$ cat config.mk
export PLATFORM = sky130hd
export DESIGN_NAME = conv_mac_stream
export DESIGN_NICKNAME = d
export VERILOG_FILES = /design/src/rtl/conv_mac_stream.sv
export SDC_FILE = /design/constraint.sdc
export NUM_CORES = 1
export LEC_CHECK = 0
export CELL_PAD_IN_SITES_DETAIL_PLACEMENT = 1
export CELL_PAD_IN_SITES_GLOBAL_PLACEMENT = 2
export CORE_MARGIN = 4
export CORE_UTILIZATION = 35
export CTS_CLUSTER_SIZE = 40
export DETAILED_ROUTE_END_ITERATION = 6
export GPL_TIMING_DRIVEN = 0
export MAX_ROUTING_LAYER = met4
export PLACE_DENSITY = 0.77
export SETUP_SLACK_MARGIN = 0.5
export SYNTH_ARGS = -nofsm -noshare
export SYNTH_HDL_FRONTEND = slang
export SYNTH_SLANG_ARGS = --single-unit
export TNS_END_PERCENT = 30
$ cat constraint.sdc
create_clock -name clk -period 5.99 [get_ports clk]
set_input_delay 1.198 -clock clk [delete_from_list [all_inputs] [get_ports clk]]
set_output_delay 1.198 -clock clk [all_outputs]
set_load 0.03 [all_outputs]
$ cat src/rtl/conv_mac_stream.sv
// ---------------------------------------------------------------------------
// conv_mac_stream
//
// Streaming multiply-accumulate for one convolution window. Activation/weight
// pairs arrive one per handshake; after N = K*K*CH pairs the accumulated sum
// is right-shifted, saturated to DATA_W bits and presented on the output
// handshake. The window's arithmetic mode and shift are captured with its
// first beat.
//
// Ports:
//   clk          clock, all state updates on the rising edge
//   rst_n        asynchronous active-low reset
//   clear        synchronous abort of the current window (highest priority)
//   signed_mode  1 = two's-complement operands, 0 = unsigned
//   shift        right shift applied to the final sum
//   in_valid     activation/weight pair valid
//   in_ready     block can accept a pair (low only while holding a result)
//   in_data      activation element
//   in_weight    weight element
//   out_valid    result valid
//   out_ready    consumer accepts the result
//   out_data     scaled, saturated result (registered)
//   out_sat      out_data was clamped (registered)
//   busy         window in progress (state != IDLE)
// ---------------------------------------------------------------------------
module conv_mac_stream #(
    parameter int DATA_W = 8,
    parameter int K      = 3,
    parameter int CH     = 3,
    parameter int ACC_W  = 24
) (
    input  logic                     clk,
    input  logic                     rst_n,
    input  logic                     clear,
    input  logic                     signed_mode,
    input  logic [$clog2(ACC_W)-1:0] shift,
    input  logic                     in_valid,
    output logic                     in_ready,
    input  logic [DATA_W-1:0]        in_data,
    input  logic [DATA_W-1:0]        in_weight,
    output logic                     out_valid,
    input  logic                     out_ready,
    output logic [DATA_W-1:0]        out_data,
    output logic                     out_sat,
    output logic                     busy
);

    localparam int N       = K * K * CH;
    localparam int CNT_W   = $clog2(N + 1);
    localparam int SHIFT_W = $clog2(ACC_W);
    localparam int PROD_W  = 2 * DATA_W;

    localparam logic [1:0] S_IDLE  = 2'd0;
    localparam logic [1:0] S_ACCUM = 2'd1;
    localparam logic [1:0] S_HOLD  = 2'd2;

    // ------------------------------------------------------------------
    // State
    // ------------------------------------------------------------------
    logic [1:0]         r_state;
    logic [1:0]         w_state_nxt;
    logic [ACC_W-1:0]   r_acc;
    logic [CNT_W-1:0]   r_cnt;
    logic               r_mode;
    logic [SHIFT_W-1:0] r_shift;
    logic [DATA_W-1:0]  r_out_data;
    logic               r_out_sat;

    // ------------------------------------------------------------------
    // Datapath wires
    // ------------------------------------------------------------------
    logic                     w_in_ready;
    logic                     w_accept;
    logic                     w_last;
    logic                     w_mode;
    logic [SHIFT_W-1:0]       w_shift;
    logic signed [PROD_W-1:0] w_prod_s;
    logic [PROD_W-1:0]        w_prod_u;
    logic [ACC_W-1:0]         w_prod_ext;
    logic [ACC_W-1:0]         w_sum;
    logic [ACC_W-1:0]         w_shifted;
    logic                     w_fit;
    logic [DATA_W-1:0]        w_sat_val;
    logic [DATA_W-1:0]        w_res;

    assign w_in_ready = (r_state != S_HOLD);
    assign w_accept   = in_valid && w_in_ready;

    // The first beat of a window uses the live mode/shift; later beats use
    // the copies captured with that first beat.
    assign w_mode  = (r_state == S_IDLE) ? signed_mode : r_mode;
    assign w_shift = (r_state == S_IDLE) ? shift       : r_shift;

    // Beat that completes the window (covers the degenerate N == 1 case).
    assign w_last = ((r_state == S_IDLE)  && (N == 1)) ||
                    ((r_state == S_ACCUM) && (r_cnt == CNT_W'(N - 1)));

    // Product in both interpretations, extended to the accumulator width.
    assign w_prod_s   = $signed(in_data) * $signed(in_weight);
    assign w_prod_u   = in_data * in_weight;
    assign w_prod_ext = w_mode ? ACC_W'(w_prod_s) : ACC_W'(w_prod_u);

    // Accumulation wraps modulo 2^ACC_W.
    assign w_sum = (r_state == S_IDLE) ? w_prod_ext : (r_acc + w_prod_ext);

    // Arithmetic shift floors toward minus infinity in signed mode.
    assign w_shifted = w_mode ? ACC_W'($signed(w_sum) >>> w_shift)
                              : (w_sum >> w_shift);

    // Saturation: a signed result fits when all bits from DATA_W-1 upward
    // equal the sign; an unsigned one when all bits from DATA_W upward are 0.
    always_comb begin
        w_fit     = 1'b1;
        w_sat_val = '1;
        if (w_mode) begin
            w_fit = (w_shifted[ACC_W-1:DATA_W-1] == '0) ||
                    (w_shifted[ACC_W-1:DATA_W-1] == '1);
            w_sat_val = w_shifted[ACC_W-1] ? {1'b1, {(DATA_W-1){1'b0}}}
                                           : {1'b0, {(DATA_W-1){1'b1}}};
        end else begin
            w_fit     = (w_shifted[ACC_W-1:DATA_W] == '0);
            w_sat_val = '1;
        end
    end

    assign w_res = w_fit ? w_shifted[DATA_W-1:0] : w_sat_val;

    // ------------------------------------------------------------------
    // Next-state logic
    // ------------------------------------------------------------------
    always_comb begin
        w_state_nxt = r_state;
        case (r_state)
            S_IDLE: begin
                if (w_accept) begin
                    w_state_nxt = w_last ? S_HOLD : S_ACCUM;
                end
            end
            S_ACCUM: begin
                if (w_accept && w_last) begin
                    w_state_nxt = S_HOLD;
                end
            end
            S_HOLD: begin
                if (out_ready) begin
                    w_state_nxt = S_IDLE;
                end
            end
            default: w_state_nxt = S_IDLE;
        endcase
    end

    // ------------------------------------------------------------------
    // Sequential state
    // ------------------------------------------------------------------
    always_ff @(posedge clk or negedge rst_n) begin
        if (!rst_n) begin
            r_state    <= S_IDLE;
            r_acc      <= '0;
            r_cnt      <= '0;
            r_mode     <= 1'b0;
            r_shift    <= '0;
            r_out_data <= '0;
            r_out_sat  <= 1'b0;
        end else if (clear) begin
            // Abort discards any beat presented this cycle; the last result
            // registers are left as they were.
            r_state <= S_IDLE;
            r_acc   <= '0;
            r_cnt   <= '0;
        end else begin
            r_state <= w_state_nxt;
            if (w_accept) begin
                r_acc <= w_sum;
                if (r_state == S_IDLE) begin
                    r_cnt   <= CNT_W'(1);
                    r_mode  <= signed_mode;
                    r_shift <= shift;
                end else begin
                    r_cnt <= r_cnt + CNT_W'(1);
                end
                if (w_last) begin
                    r_out_data <= w_res;
                    r_out_sat  <= ~w_fit;
                end
            end else if ((r_state == S_HOLD) && out_ready) begin
                r_acc <= '0;
                r_cnt <= '0;
            end
        end
    end

    // ------------------------------------------------------------------
    // Outputs
    // ------------------------------------------------------------------
    assign in_ready  = w_in_ready;
    assign out_valid = (r_state == S_HOLD);
    assign out_data  = r_out_data;
    assign out_sat   = r_out_sat;
    assign busy      = (r_state != S_IDLE);

endmodule

==> results.json <==
{
  "status": "finished with violations",
  "violations": "setup timing",
  "crit-reg2reg-launch": "r_state[1]",
  "globalplace.congestion": 0.9492,
  "finalMaxSlewViolations": 0,
  "hold_path_class": "flip-flop to flip-flop",
  "grt_setup_unrepaired": "true",
  "cpMostUsedCell": "fa_1",
  "fmax_mhz": 109.5,
  "core_area_um2": 30910,
  "wl_per_cell_um": 23.71,
  "synth-seq-area-share": 0.1037,
  "relSlewSlack": 0.08289,
  "crit_path_start": "in_data[5]",
  "grt-ovfl-total": 0,
  "fillers": 3700,
  "first_pass_iters": 5,
  "min_from": "r_acc[0]",
  "min_to": "r_acc[0]",
  "grt_max_degree": 29,
  "worstSetupStartpointType": "primary input",
  "synth_edf_count": 0,
  "vias": 11910,
  "io_pins": 39,
  "timing.final.crit_share": 1.525,
  "drive_above_1_share": 0.2538,
  "setup_ws_ns": -3.143,
  "antenna_found_initial": 2,
  "synth_cell_types": 108,
  "cts_inserted_buffers": 5,
  "hpwlAfterDp_um": 36200,
  "worst_setup_path_end_kind": "flip-flop",
  "layout_common_cells": "164 x inv_1, 153 x nand2_1, 99 x buf_4, 83 x fa_1, 82 x nor2_1",
  "r2r_slack_ns": -1.78,
  "finalHoldViolCount": 0,
  "postSynthCellCount": 1436,
  "postSynth.topFlopCell": "dfrtp_1",
  "crit_slowest_cell": "fa_1",
  "cts_tree": "yes",
  "tightestPinTransition_ns": 1.371,
  "io_buffer_count": 34,
  "setup_tns_ns": -42.56,
  "min_path_cells": 2,
  "track_usage": 0.2783,
  "fp.dieH_um": 186.1,
  "r2r_cells": 25,
  "dp_slack_ns": -5.351,
  "syn_to_final_growth_pct": 28.12,
  "r2r_end": "out_data[7]",
  "fin_crit_ns": 9.133,
  "synth_nets": 1632,
  "cts_buffer_depth": 2,
  "utilization": 0.4601,
  "holdWs_ns": 0.4989,
  "die-area_um2": 34630,
  "drc_errors": 0,
  "cap_viol_max_count": 0,
  "slowest_delay_ns": 0.55,
  "holdBufCountCts": 0,
  "layout_commonest_cell": "inv_1",
  "drt-total-wl_um": 46900,
  "clkLatencyLatePin_ns": 0.32,
  "clk_pin_slew_ns": 0.07,
  "setup_violations": 24,
  "ys_seq_elements": 46,
  "cts-htree-levels": 2,
  "drtAntennaViolNets": 0,
  "crit_fanout": 9,
  "synthArstFlopShare": 1.000,
  "vias_per_cell": 6.023,
  "synth_warnings": 0,
  "syn-cell-area_um2": 11100,
  "skew_ns": 0.01138,
  "worst_ep_required_time_ns": 6.19,
  "layout.nets": 1775,
  "first_iter_violations": 1078,
  "cts_sinks": 46,
  "initial_utilization": 0.3591,
  "grt_pass1_vias": 12070,
  "cp_data_arrival_time_ns": 9.34,
  "rows": 64,
  "grt_pass1_wl_um": 72370,
  "critPathKind": "primary input to flip-flop",
  "cts_root_buffer": "clkbuf_16",
  "die_x_um": 186.1,
  "syn_avg_cell_area_um2": 7.730
}
==> metrics by stage <==
| stage | area [um^2] | instances |
|---|---|---|
| after floorplan | 11270 | 1436 |
| after global placement | 12100 | 1866 |
| after detailed placement | 12120 | 1867 |
| after CTS | 13590 | 1943 |
| after global routing | 14220 | 1978 |
| final | 14220 | 1978 |
==> repair_timing <==
| item | 4_1_cts | 5_1_grt |
|---|---|---|
| cloned | 0 | 1 |
| resized for setup | 258 | 105 |
| endpoints found under the setup margin | 28 | 28 |
| pin swaps | 68 | 73 |
| setup buffers | 68 | 32 |
==> Yosys cell counts (20+ instances only) <==
master,n,area share
inv_1,172,0.058
nand2_1,164,0.055
nor2_1,95,0.032
o21ai_0,91,0.041
a21oi_1,87,0.039
fa_1,86,0.16
ha_1,83,0.094
and2_1,49,0.028
dfrtp_1,46,0.10
clkbuf_1,39,0.013
nor3_1,28,0.013
o211ai_1,26,0.018
a211oi_1,23,0.016
nand4_1,23,0.013
xnor2_1,23,0.018
nand3_1,22,0.0099
buf_2,21,0.0095
mux2i_1,20,0.018
==> worst max-delay path, delay by kind of cell <==
kind                     cells  cell delay [ns]
buffers and inverters       10             1.04
AO/OA/AOI/OAI               10             1.80
adder cells (fa/ha/maj)      6             2.60
AND/OR/NAND/NOR             10             2.47
XOR/XNOR                     1             0.18
==> cell type report <==
cell class | instances | area [um^2] | share of cell area
Multi-Input combinational cell | 1140 | 10050 | 0.7068
Timing Repair Buffer | 135 | 1212 | 0.08525
Sequential cell | 46 | 1151 | 0.08094
Inverter | 173 | 664.4 | 0.04671
Tap cell | 396 | 495.5 | 0.03484
Buffer | 78 | 476.7 | 0.03352
Clock buffer | 5 | 125.1 | 0.008797
Clock inverter | 3 | 40.04 | 0.002815
Antenna cell | 2 | 5.005 | 0.0003519
==> cell families (layout without fill, tap and decap cells) <==
logic type	Yosys count	in the layout	share of synthesized area
AND/OR/NAND/NOR	470	471	0.2110
AO/OA/AOI/OAI	428	428	0.2816
buffers and inverters	251	394	0.09119
adder cells (fa/ha/maj)	169	169	0.2486
flip-flops	46	46	0.1037
XOR/XNOR	44	44	0.03776
multiplexers	28	28	0.02615
other	0	2	0
==> worst max-delay path by stage <==
stage / endpoint / slack, ns / depth (start not counted)
3_5_place_dp: out_data[7] / -5.35 / 33
6_report: out_data[7] / -3.14 / 37
3_3_place_gp: out_data[7] / -5.38 / 33
4_1_cts: out_data[6] / -3.00 / 37
2_1_floorplan: out_data[7] / -2.92 / 33
5_1_grt: out_data[4] / -3.36 / 36
==> state kept, by name, summed over array words and instances (netlist names) <==
name and flops:
r_shift 5, r_state 2, r_cnt 5, out_sat 1
r_acc 24, out_data 8, r_mode 1
==> metal layers <==
metal / up-vias / global-route usage / wire length [um]
met5: - / - / 0
met1: 6040 / 0.4054 / 22200
li1: 5399 / - / -
met2: 412 / 0.4209 / 20890
met3: 63 / 0.03576 / 2949
met4: 0 / 0.04605 / 857
Power is left out: the tool's default activity adds up to more than one toggle a clock period on the data nets, which glitch-free logic cannot reach.
